[src/rtl/game_sequencer.sv]
// game_sequencer: game-flow FSM (IDLE/GRACE/RUN/DEAD/OVER) plus single-cycle
// movement ticks, collision gating, score pulses and the datapath restart pulse.
// Valid/ready note: this block has no valid/ready handshakes; every output is a
// level (state, collide_en, dead) or a single-cycle pulse (ticks, score_inc, restart).
module game_sequencer #(
  parameter int unsigned WALL_DIV  = 166_667,
  parameter int unsigned BIRD_DIV  = 150_000,
  parameter int unsigned GRACE_CYC = 100_000_000,
  parameter int unsigned DEAD_HOLD = 50_000_000
) (
  input  logic       i_clk,
  input  logic       i_rst,
  input  logic       i_jmp,
  input  logic       i_collide,
  input  logic       i_floor_hit,
  input  logic       i_wall_pass,
  output logic [2:0] o_state,
  output logic       o_wall_tick,
  output logic       o_bird_tick,
  output logic       o_collide_en,
  output logic       o_dead,
  output logic       o_score_inc,
  output logic       o_restart
);

  typedef enum logic [2:0] {
    S_IDLE  = 3'd0,
    S_GRACE = 3'd1,
    S_RUN   = 3'd2,
    S_DEAD  = 3'd3,
    S_OVER  = 3'd4
  } state_t;

  localparam int WW = (WALL_DIV  > 1) ? $clog2(WALL_DIV)  : 1;
  localparam int BW = (BIRD_DIV  > 1) ? $clog2(BIRD_DIV)  : 1;
  localparam int GW = (GRACE_CYC > 1) ? $clog2(GRACE_CYC) : 1;
  localparam int DW = (DEAD_HOLD > 1) ? $clog2(DEAD_HOLD) : 1;
  localparam int HW = (GW > DW) ? GW : DW;

  localparam logic [WW-1:0] WALL_LAST  = WW'(WALL_DIV - 1);
  localparam logic [BW-1:0] BIRD_LAST  = BW'(BIRD_DIV - 1);
  localparam logic [HW-1:0] GRACE_LAST = HW'(GRACE_CYC - 1);
  localparam logic [HW-1:0] DEAD_LAST  = HW'(DEAD_HOLD - 1);

  // State kept as a plain 3-bit vector so undefined encodings are representable.
  logic [2:0]    r_state;
  logic [2:0]    w_next_state;
  logic          r_jmp_q;
  logic          r_armed;
  logic [HW-1:0] r_hold_cnt;
  logic [WW-1:0] r_wall_cnt;
  logic [BW-1:0] r_bird_cnt;
  logic          r_wall_tick;
  logic          r_bird_tick;
  logic          r_score_inc;
  logic          r_restart;
  logic          w_restart_nxt;
  logic          w_press;
  logic          w_count_en;
  logic          w_next_count_en;
  logic          w_start;
  logic          w_die;
  logic          w_valid;

  // A button already held when reset releases is not a press: r_armed masks the
  // first cycle after reset, before r_jmp_q has sampled the real button level.
  assign w_press         = i_jmp & ~r_jmp_q & r_armed;
  assign w_count_en      = (r_state == S_GRACE) || (r_state == S_RUN);
  assign w_next_count_en = (w_next_state == S_GRACE) || (w_next_state == S_RUN);
  assign w_start         = (r_state == S_IDLE) && (w_next_state == S_GRACE);
  assign w_die           = (r_state == S_RUN) && (w_next_state == S_DEAD);
  assign w_valid         = (r_state <= S_OVER);

  // Next-state logic; restart is requested on the OVER -> IDLE press.
  always_comb begin
    w_next_state  = r_state;
    w_restart_nxt = 1'b0;
    case (r_state)
      S_IDLE:  if (w_press) w_next_state = S_GRACE;
      S_GRACE: if (r_hold_cnt == GRACE_LAST) w_next_state = S_RUN;
      S_RUN:   if (i_collide | i_floor_hit) w_next_state = S_DEAD;
      S_DEAD:  if (r_hold_cnt == DEAD_LAST) w_next_state = S_OVER;
      S_OVER: begin
        if (w_press) begin
          w_next_state  = S_IDLE;
          w_restart_nxt = 1'b1;
        end
      end
      default: w_next_state = S_IDLE;
    endcase
  end

  // State register and button edge-detect history.
  always_ff @(posedge i_clk or posedge i_rst) begin
    if (i_rst) begin
      r_state <= S_IDLE;
      r_jmp_q <= 1'b0;
      r_armed <= 1'b0;
    end else begin
      r_state <= w_next_state;
      r_jmp_q <= i_jmp;
      r_armed <= 1'b1;
    end
  end

  // Shared grace/dead-hold counter: cleared on entry to GRACE and to DEAD.
  always_ff @(posedge i_clk or posedge i_rst) begin
    if (i_rst) begin
      r_hold_cnt <= '0;
    end else if (w_start || w_die) begin
      r_hold_cnt <= '0;
    end else if ((r_state == S_GRACE) || (r_state == S_DEAD)) begin
      r_hold_cnt <= r_hold_cnt + HW'(1);
    end
  end

  // Wrapping tick dividers; they only advance while the game is moving.
  always_ff @(posedge i_clk or posedge i_rst) begin
    if (i_rst) begin
      r_wall_cnt <= '0;
      r_bird_cnt <= '0;
    end else if (w_start) begin
      r_wall_cnt <= '0;
      r_bird_cnt <= '0;
    end else if (w_count_en) begin
      r_wall_cnt <= (r_wall_cnt == WALL_LAST) ? '0 : r_wall_cnt + WW'(1);
      r_bird_cnt <= (r_bird_cnt == BIRD_LAST) ? '0 : r_bird_cnt + BW'(1);
    end
  end

  // Registered pulses; a tick is dropped when the game stops on that same edge.
  always_ff @(posedge i_clk or posedge i_rst) begin
    if (i_rst) begin
      r_wall_tick <= 1'b0;
      r_bird_tick <= 1'b0;
      r_score_inc <= 1'b0;
      r_restart   <= 1'b0;
    end else begin
      r_wall_tick <= w_count_en & w_next_count_en & (r_wall_cnt == WALL_LAST);
      r_bird_tick <= w_count_en & w_next_count_en & (r_bird_cnt == BIRD_LAST);
      r_score_inc <= o_wall_tick & i_wall_pass & (r_state == S_RUN);
      r_restart   <= w_restart_nxt;
    end
  end

  assign o_state      = r_state;
  assign o_wall_tick  = r_wall_tick & w_count_en;
  assign o_bird_tick  = r_bird_tick & w_count_en;
  assign o_collide_en = (r_state == S_RUN);
  assign o_dead       = (r_state == S_DEAD) || (r_state == S_OVER);
  assign o_score_inc  = r_score_inc & w_valid;
  assign o_restart    = r_restart & w_valid;

endmodule

[config.mk]
export PLATFORM = sky130hd
export DESIGN_NAME = game_sequencer
export DESIGN_NICKNAME = d
export VERILOG_FILES = /design/src/rtl/game_sequencer.sv
export SDC_FILE = /design/constraint.sdc
export NUM_CORES = 1
export LEC_CHECK = 0
export ABC_AREA = 1
export CORE_ASPECT_RATIO = 0.8
export CORE_MARGIN = 2
export CORE_UTILIZATION = 65
export CTS_CLUSTER_DIAMETER = 120
export DETAILED_ROUTE_END_ITERATION = 6
export PLACE_DENSITY = 0.84
export REMOVE_ABC_BUFFERS = 1
export SLEW_MARGIN = 5
export SYNTH_ARGS = -nofsm -noshare
export SYNTH_HDL_FRONTEND = slang
export SYNTH_SLANG_ARGS = --single-unit
[constraint.sdc]
create_clock -name i_clk -period 7.46 [get_ports i_clk]
set_clock_uncertainty 0.15 [all_clocks]
set_input_delay 1.492 -clock i_clk [delete_from_list [all_inputs] [get_ports i_clk]]
set_output_delay 1.492 -clock i_clk [all_outputs]
set_load 0.01 [all_outputs]
======== Word level (Yosys, flattened, before mapping) ========
Index checks and enable logic that the tools add are counted.
cells by class
  $add $sub $neg .......................... 3
  order comparisons ....................... 1
  eq/ne operators ......................... 11
  multiplexer cells ....................... 16
  bitwise gates (word level) .............. 13
  reductions and logical operators ........ 10
operators by type and width
  kind                                             number
  two-way mux 18 bit                               6
  two-way mux 27 bit                               2
  adder 18 x 1 -> 18 bit, second input constant    2
  == test 18 bit, second input constant            2
  adder 27 x 1 -> 27 bit, second input constant    1
  == test 27 x 26 -> 1 bit, second input constant  1
  == test 27 bit, second input constant            1
  two-way mux 3 bit                                5
  case mux 3 bit (5 select lines)                  1
  == test 3 x 2 -> 1 bit, second input constant    4
  bitwise AND 1 bit                                11
  == test 3 x 1 -> 1 bit, second input constant    2
  logical OR 1 bit                                 5
  nonzero test 2 bit                               2
  == test 3 bit, second input constant             1
  <= comparator 3 bit, second input constant       1
  logical NOT 3 bit                                1
  logical AND 1 bit                                2
  two-way mux 1 bit                                2
  NOT 1 bit                                        1
  bitwise OR 1 bit                                 1
storage, ports and cells
  flip-flop bits (word level) ............. 72
  output and inout port bits .............. 9
  word-level logic and storage cells ...... 64

======== Depth between registers and ports, before layout ========
Gate-level depths: netlist of run 1.
  word-level depth ........................ 9
  mapped depth ............................ 13

======== Least setup slack after synthesis of run 1 ========
OpenSTA, ideal clock, no wires.
  kind .................................... register to output
  start point ............................. reg r_state[2] (netlist: o_state[2])
  end point ............................... out o_bird_tick
  arrival time ............................ 1.258 ns
  required time ........................... 5.818 ns
  path slack .............................. 4.560 ns
  cell stages (with the launch flop) ...... 8
  path buffers ............................ 0
  cell sequence ........................... dfrtp_1 > nor2_4 > inv_4 > nor2_4 > inv_2 > nand2_8 > inv_1 > nor2_1
between the ends
  cells in the longest elaborated chain, start to end .. 3
ends and longest elaborated chain
  what                                                              line  text
  start: declaration                                                46    logic [2:0] r_state;
  start signal: assignment                                          100   r_state <= w_next_state;
  == test 3 x 1 -> 1 bit or == test 3 x 2 -> 1 bit (tied branches)  68    assign w_count_en = (r_state == S_GRACE) || (r_state == S_RUN);
  logical OR 1 bit *                                                68
  bitwise AND 1 bit *                                               148   assign o_bird_tick = r_bird_tick & w_count_en;
  end: declaration                                                  19    output logic o_bird_tick,
Mark *: on every way between the ends. The rest lies on a longest branch, timed or not.

======== Worst setup path after layout of run 1 ========
  start point ............................. reg r_state[2] (netlist: o_state[2])
  end point ............................... out o_wall_tick
between the ends
  cells in the longest elaborated chain, start to end .. 3
ends and longest elaborated chain
  what                                                              line  text
  == test 3 x 1 -> 1 bit or == test 3 x 2 -> 1 bit (tied branches)  68
  logical OR 1 bit *                                                68
  bitwise AND 1 bit *                                               147   assign o_wall_tick = r_wall_tick & w_count_en;
  end: declaration                                                  18    output logic o_wall_tick,
Marked as above.

==> results.txt, run 1 <==
The internal power is 0.7982 mW. The critical path is of the reg2out type. The die span in y came out at roughly 79 µm. The switching share of total power came out at 0.4071. The pin count of the biggest net entering global routing is 73. The cell count after synthesis came out at between 600 and 700. The run finished with clean final reports.

Summing internal, switching and leakage power gives approximately 1.3 mW. For hold timing, the worst endpoint is r_bird_cnt[7]. Summing all multi-input logic gate instances after layout gives 2407 µm².

The number of rows created at floorplan is 27. The final count of negative-setup-slack endpoints is 0. The core area came out at 6892 µm². The flip-flop cell with the highest count after synthesis is sky130_fd_sc_hd__dfrtp_1. The post-detailed-route via-to-cell ratio came out at 5.812. The count of endpoints failing hold in the final timing report is 0. Counting the fill cells in the layout gives 562.

The max-slew violation total from the final report is 0. The post-synthesis async set-or-reset flop share came out at 1.000. The post-synthesis instance area came out at between 4000 and 5000 µm². Setup total negative slack on the finished layout was measured at 0 ps. The power spent charging and discharging nets came out at 0.5480 mW. In the global route stage, overall resource usage came out at 0.3109. The maximum level of the CTS H-tree came out at 3. The top cell types in the final layout, fill and taps aside, are sky130_fd_sc_hd__nand2_1 (146), sky130_fd_sc_hd__nor2_1 (91), sky130_fd_sc_hd__inv_1 (76).

STA classifies the critical path startpoint as a flip-flop. The total iterations of the first detailed-routing run is 5. The final weighted congestion in routability-driven placement is 0.9741. The number of CTS-inserted buffers came out at 9.

The part of the total power dissipated in sequential elements is 0.469. The least setup slack across all paths after layout is 3622 ps. Across the VDD grid, the largest voltage drop is 0.2113 mV. The synthesized area per cell came out at 7.274 µm². The worst setup path is captured at a primary output. The worst setup slack before clock tree synthesis is approximately 4000 ps. The first-pass GRT wire length came out at approximately 19 mm. The per-cell routed wire length came out at 14.97 µm.

Timing would allow up to 260.6 MHz. The full die area came out at 7789 µm². The die is 98.18 µm wide. Summed over all nets, the half-perimeter wirelength after detailed placement is 8.263 mm. The vias after detailed routing is 4318. The number of diodes added for antenna fixing came out at 0. The final global-route overflow total came out at 0. The worst hold path begins at r_bird_cnt[7]. The max capacitance violation total came out at 0. The number of cells in the finished layout apart from fillers came out at approximately 740. The CTS sink count came out at 72. The share of total power dissipated in the clock network is 0.225. The post-detailed-routing wire length came out at between 10 and 15 mm. Across all register-to-register paths, the minimum setup slack is ~5300 ps. Compared with the post-synthesis result, the final layout area differs by 8.058%.

The fraction of layout cells with a size suffix above 1 came out at 0.07470. The cell count after placement came out at about 730. The kind of path behind the tightest hold check is reg2reg. Pin placement for this block handled 15 I/O pins.

TritonCTS built the clock tree. The count of nets left with antenna violations after detail routing is 0. For this block, the initial DRC count from the detailed router was 426. The total leakage power is around 2.1 nW. The tree is rooted in a sky130_fd_sc_hd__clkbuf_8. The initial utilization of the core area, before any placement, comes to 0.6692. The number of buffers inserted by post-CTS setup repair came out at 0.

At the pin with the least slew margin, the transition time is 884.5 ps. The total of buffers placed on input and output ports came out at 14. The post-cts sizing count came out at 0. The relative slew slack came out at 0.4104. In this run the worst path has a maximum fanout of 9. The data arrival time at the worst-slack endpoint came out at 2200 ps.

The reg-to-reg critical path startpoint is r_bird_cnt[0]. Counting flops and latches in the post-synthesis netlist gives just over 70. In this run, synthesis inferred 0 flip-flops with an integrated enable. The cell depth of the worst hold path came out at 2. The worst hold slack after final layout is 412.6 ps. The share of total power dissipated in combinational logic is 0.306. Measured in cells, the most critical reg-to-reg path has a length of 7. Setup repair after global routing left no endpoint under its margin. The critical register-to-register path endpoint is r_bird_cnt[7]. The register area came out at 1802 µm². The count of cell types in the netlist is 40.

The fraction of the yosys area taken by sequential cells is 0.3907. The Yosys warning count came out at 0. The endpoint required time on the critical path came out at 5820 ps. Subtracting the final worst setup slack from the clock period gives 3838 ps. For this run, the post-layout net count is about 660.

The via count of the first global-routing pass came out at 3915. The DRC violations left came out at 0. In this run the power density over the cells is 270.1 nW/µm².

Clock-pin slew was measured on the worst setup and hold paths at 80 ps. Clock latency on the worst-skew pair, taken at its later pin, is 350 ps. The number of buffers added to fix hold violations after cts came out at 0. The initial antenna violation count came out at 0. The clock passes through at most 2 buffers. The final critical-path share of the clock period is 0.5144.

Leaving out fill and tap cells, the most frequent cell in the layout is sky130_fd_sc_hd__nand2_1.
[cell families after synthesis]
| logic type | count (synthesis) | share of synthesized area |
|---|---|---|
| simple gates | 369 | 0.3779 |
| buf+inv | 93 | 0.08736 |
| flops | 72 | 0.3907 |
| compound gates | 70 | 0.08492 |
| xor+xnor | 25 | 0.04748 |
| fa+ha+maj | 4 | 0.01085 |
| other cells | 1 | 0.0008131 |
[worst max-delay path, cell delays in order, from the launching register on]
cell	delay, ps
sky130_fd_sc_hd__dfrtp_1	450
sky130_fd_sc_hd__nor2_4	260
sky130_fd_sc_hd__inv_4	110
sky130_fd_sc_hd__nor2_4	120
sky130_fd_sc_hd__inv_2	70
sky130_fd_sc_hd__nand2_8	100
sky130_fd_sc_hd__inv_1	80
sky130_fd_sc_hd__nor2_1	90
sky130_fd_sc_hd__clkdlybuf4s50_1	550
[power by group through the flow]
stage	registers, mW	logic (mW)	clock network (mW)
finish	0.631	0.412	0.303
detailed placement	0.632	0.406	0
global placement	0.626	0.390	0
floorplan	0.595	0.324	0
CTS	0.626	0.408	0.312
global route	0.650	0.469	0.328
[synthesized netlist by cell type, types with 2 or more instances]
cell type	number	area (µm²)
sky130_fd_sc_hd__nand2_1	146	548.0
sky130_fd_sc_hd__nor2_1	91	341.6
sky130_fd_sc_hd__inv_1	77	289.0
sky130_fd_sc_hd__dfrtp_1	72	1802
sky130_fd_sc_hd__nand3_1	37	185.2
sky130_fd_sc_hd__nand4_1	35	219.0
sky130_fd_sc_hd__o21ai_0	24	120.1
sky130_fd_sc_hd__nor3_1	21	105.1
sky130_fd_sc_hd__xor2_1	21	183.9
sky130_fd_sc_hd__o21ai_1	14	70.07
sky130_fd_sc_hd__o22ai_1	13	81.33
sky130_fd_sc_hd__a21oi_1	11	55.05
sky130_fd_sc_hd__nor4_1	8	50.05
sky130_fd_sc_hd__nor2_4	6	67.56
sky130_fd_sc_hd__buf_6	5	56.30
sky130_fd_sc_hd__inv_2	5	18.77
sky130_fd_sc_hd__ha_1	4	50.05
sky130_fd_sc_hd__nor3b_1	4	30.03
sky130_fd_sc_hd__xnor2_1	4	35.03
sky130_fd_sc_hd__buf_2	3	15.01
sky130_fd_sc_hd__nand2_2	3	18.77
sky130_fd_sc_hd__nor2_2	3	18.77
sky130_fd_sc_hd__nor3_2	3	30.03
sky130_fd_sc_hd__a211oi_1	2	15.01
sky130_fd_sc_hd__a21o_1	2	15.01
sky130_fd_sc_hd__and3_1	2	12.51
sky130_fd_sc_hd__inv_4	2	12.51
sky130_fd_sc_hd__nand3_2	2	20.02
sky130_fd_sc_hd__nand3b_1	2	15.01
sky130_fd_sc_hd__or2_2	2	12.51
[registers in the layout, summed over array words and instances, names as in the netlist]
signal and count:
r_bird_cnt 18, r_jmp_q 1, r_restart 1, r_wall_cnt 18, r_score_inc 1, r_armed 1, r_wall_tick 1, o_state 3
r_hold_cnt 27, r_bird_tick 1
[through the flow]
stage	util	cell area, µm²
after floorplan	-	4541
after global placement	0.6961	4797
after detailed placement	0.6961	4797
after CTS	0.7231	4984
after global routing	0.7231	4984
final	0.7231	4984
[metal layers]
metal | global-route usage | routed length, µm | share of wire | vias to the layer above
met5 | 0 | 0 | 0 | -
met4 | 0.05616 | 116 | 0.010 | 0
met3 | 0.08715 | 1000 | 0.090 | 15
met2 | 0.4322 | 4505 | 0.41 | 192
met1 | 0.4858 | 5497 | 0.49 | 1987
li1 | - | - | - | 2124
[worst max path at each step]
| stage | startpoint | endpoint | slack (ps) | cells past startpoint |
|---|---|---|---|---|
| global route | o_state[2] | o_wall_tick | 3450 | 8 |
| detailed placement | o_state[2] | o_wall_tick | 3990 | 8 |
| global placement | o_state[2] | o_bird_tick | 4050 | 8 |
| finish | o_state[2] | o_wall_tick | 3620 | 8 |
| floorplan | i_rst | o_state[0] | 3990 | 1 |
| CTS | o_state[2] | o_wall_tick | 3590 | 8 |
[layout make-up]
class	count	share of cell area
multi-input combinational	469	0.4831
sequential	72	0.3615
inverter	85	0.06653
timing repair buffer	15	0.02963
clock buffer	11	0.02837
tap	87	0.02184
clock inverter	4	0.009038
No activity file was read; power rests on OpenSTA's default activity.
==> run 2: changes to the inputs <==
--- a/config.mk
+++ b/config.mk
@@ -8,10 +8,10 @@
 export ABC_AREA = 1
 export CORE_ASPECT_RATIO = 0.8
 export CORE_MARGIN = 2
-export CORE_UTILIZATION = 65
+export CORE_UTILIZATION = 56
 export CTS_CLUSTER_DIAMETER = 120
 export DETAILED_ROUTE_END_ITERATION = 6
-export PLACE_DENSITY = 0.84
+export PLACE_DENSITY = 0.77
 export REMOVE_ABC_BUFFERS = 1
 export SLEW_MARGIN = 5
 export SYNTH_ARGS = -nofsm -noshare
==> constraint.sdc (replaced) <==
create_clock -name i_clk -period 3.3 [get_ports i_clk]
set_clock_uncertainty 0.15 [all_clocks]
set_input_delay 0.66 -clock i_clk [delete_from_list [all_inputs] [get_ports i_clk]]
set_output_delay 0.66 -clock i_clk [all_outputs]
set_load 0.01 [all_outputs]
==> run 2 against run 1 <==
Compared with the run above: clock-buffer cell count up 2; cell area is 1.2% higher; worst hold slack got worse by 18 ps; non-clock buffer count is 1 higher; register-to-register slack lost 4200 ps; global-route usage fell by 4.0 points; cell count is 3.1% higher; flip-flop and latch count did not move; utilization is 8.9 points lower; sequential share of layout area decreased by 0.42 points.
==> results.txt, run 2 (synthesis results as in run 1) <==
The flow ran to the end, and the final reports show no timing, DRC or antenna violations. The core area was 7946 µm² (+15%). The worst setup slack before clock tree synthesis came to 648.3 ps (-3339 ps). The power per standard cell area is 614.8 nW/µm² (+130%). The final global-route overflow total is 0 (unchanged). The max capacitance violation total was 0 (unchanged). The post-detailed-routing wire length came out at 11.32 mm (+1.8%). The biggest fanout along the worst timing path is 9 (unchanged). In this run the most used layer during global routing was met1. TritonCTS built the clock tree. The largest register by flop count is r_hold_cnt. The cell count after placement is 750 (+3.0%). The critical path startpoint category is a flip-flop. CTS placed an instance of sky130_fd_sc_hd__clkbuf_8 at the clock tree root. The endpoint required time on the critical path is 2490 ps (-3330 ps). The met2 usage in global routing is 0.3836 (-0.04861).

The least setup slack across all paths after layout came out at 246.6 ps (-3376 ps). The number of flip-flops under the largest register name is 27 (unchanged). Timing would allow up to 327.5 MHz. The full die area is 8982 µm² (+15%). The initial antenna violation count came out at 0 (unchanged). The fraction of layout cells with a size suffix above 1 is 0.07599 (+0.001293). The final count of negative-setup-slack endpoints was 0 (unchanged). The total of buffers placed on input and output ports is 14 (unchanged). The total iterations of the first detailed-routing run is 5 (unchanged). The data arrival time at the worst-slack endpoint came to 2240 ps (+40 ps). The post-detailed-route via-to-cell ratio came out at 5.680 (-2.3%).

The worst-case clock buffer depth is 2 (unchanged). The minimum period implied by the final worst setup slack came out at 3053 ps. The layout overhead on the synthesized area came out at 9.333%. The number of buffer and inverter instances along the worst setup path is 4 (unchanged). The final-layout setup total negative slack came out at 0 ps (unchanged). The max-slew violation total from the final report came out at 0 (unchanged). The maximum vdd ir drop was 0.6277 mV (+200%).

On the critical path the largest part of the delay comes from buffers and inverters. The first-iteration detailed-routing DRC count came out at 396 (-7.0%). The number of cells in the finished layout apart from fillers was 766 (+3.1%). The number of diodes added for antenna fixing is 0 (unchanged). The starting utilization of the core area was 0.5804 (-0.08883).

The clock transition time at the flip-flop clock pins of the worst setup and hold paths is 80 ps (about the same). The width of the die came out at 105.5 µm (+7.4%). The die span in y was 85.17 µm (+7.3%). The critical path goes through nor2_4 -> inv_4 -> nor2_4 -> inv_2 -> nand2_8 -> inv_1 -> nor2_1 -> clkdlybuf4s50_1.

The final weighted congestion in routability-driven placement is 0.9270 (-4.8%). Leaving out fill and tap cells, the most frequent cell in the layout is sky130_fd_sc_hd__nand2_1. Setup repair after global routing left no endpoint under its margin. The total leakage power is 2.159 nW (+0.65%). STA classifies the critical path endpoint as a primary output. The largest registers in the layout are r_hold_cnt (27), r_bird_cnt (18), r_wall_cnt (18).

The worst-skew pair later-pin latency came out at 370 ps (+20 ps). The count of endpoints failing hold in the final timing report came to 0 (unchanged). The number of buffers inserted by post-CTS setup repair is 0 (unchanged).

The worst-path cell with the longest stage delay is sky130_fd_sc_hd__clkdlybuf4s50_1. The worst-margin pin slew came out at 596.7 ps (-287.8 ps). The pin count of the biggest net entering global routing was 38 (-48%). The DRC violations left came out at 0 (unchanged). The net total in the final layout is 663 (+0.15%). The number of rows created at floorplan came out at 29 (+7.4%). The via count of the first global-routing pass is 3986 (+1.8%). The routing usage on met1 came to 0.4068 (-0.07899). The number of buffers added to fix hold violations after cts is 0 (unchanged).

The number of CTS-inserted buffers came to 9 (unchanged). The global-route total usage across every layer came to 0.2705 (-0.04034). The delay of the slowest cell on the worst path is 540 ps (about the same). The tightest min-delay check is of the reg2reg type. The post-DP HPWL is 8.348 mm (+1.0%). Of the available clock period, the critical path in the final layout requires 0.9253. The dominant cell type by count on the critical path is sky130_fd_sc_hd__nor2_4.

The count of nets left with antenna violations after detail routing came to 0 (unchanged). The CTS sink count is 72 (unchanged). The maximum level of the CTS H-tree came out at 3 (unchanged). The post-cts sizing count is 0 (unchanged).

The first-pass GRT wire length came out at 19.26 mm (about the same). The setup path with the least slack is of type reg2out. The per-cell routed wire length came out at 14.77 µm (-1.3%). The total of fill cells in the finished design came out at 700 (+25%). The top-level port count is 15 (unchanged). The vias after detailed routing came out at 4351 (+0.76%). In the layout the commonest cells are sky130_fd_sc_hd__nand2_1 (146), sky130_fd_sc_hd__nor2_1 (91), sky130_fd_sc_hd__inv_1 (76). The met3 layer usage reported by global route came out at 0.06836 (-0.01879). The relative slew slack is 0.6017 (+0.1913).
==> run 2: final timing paths <==
kind / from / endpoint / slack (ps) / cells after the start
min in group asynchronous: i_rst / r_bird_cnt[14] / 530 / 2
min reg2reg: r_hold_cnt[23] / r_hold_cnt[23] / 390 / 2
max reg2reg: r_bird_cnt[0] / r_bird_cnt[8] / 1120 / 7
max: o_state[2] / o_bird_tick / 250 / 8
max in group asynchronous: i_rst / r_hold_cnt[17] / 1790 / 3
min: r_hold_cnt[23] / r_hold_cnt[23] / 390 / 2
==> run 2: area by class of cell <==
type,instances,area (µm²),share of cell area
Multi-Input combinational cell,469,2407,0.4774
Sequential cell,72,1802,0.3573
Clock inverter,3,40.04,0.007940
Clock buffer,13,158.9,0.03151
Tap cell,108,135.1,0.02680
Inverter,85,331.6,0.06576
Timing Repair Buffer,16,167.7,0.03325
==> run 2: worst reg2reg max path, cell delays in order, from the launching register on <==
cell	delay, ps
sky130_fd_sc_hd__dfrtp_1	480
sky130_fd_sc_hd__ha_1	280
sky130_fd_sc_hd__nand2_1	90
sky130_fd_sc_hd__nor2_1	80
sky130_fd_sc_hd__and3_1	220
sky130_fd_sc_hd__nor2_2	330
sky130_fd_sc_hd__nand2_1	250
sky130_fd_sc_hd__o21ai_0	220
==> run 2: routing by layer <==
layer / part of all wire / up-vias
met5: 0 / -
met4: 0.014 / 0
met3: 0.082 / 15
met2: 0.41 / 203
met1: 0.49 / 2006
li1: - / 2127
==> run 2: power by group <==
| group | internal, mW | switching [mW] |
|---|---|---|
| registers | 1.12 | 0.301 |
| logic | 0.326 | 0.619 |
| clock network | 0.389 | 0.345 |
| total | 1.84 | 1.26 |
==> run 2: metrics by stage <==
stage	util	power, mW	hold slack [ps]	cell area (µm²)
after detailed placement	0.6095	2.348	384.9	4843
final	0.6345	3.100	394.8	5042
after CTS	0.6345	3.090	402.4	5042
after floorplan	-	2.079	329.5	4541
after global placement	0.6095	2.298	369.6	4843
after global routing	0.6345	3.308	456.1	5042
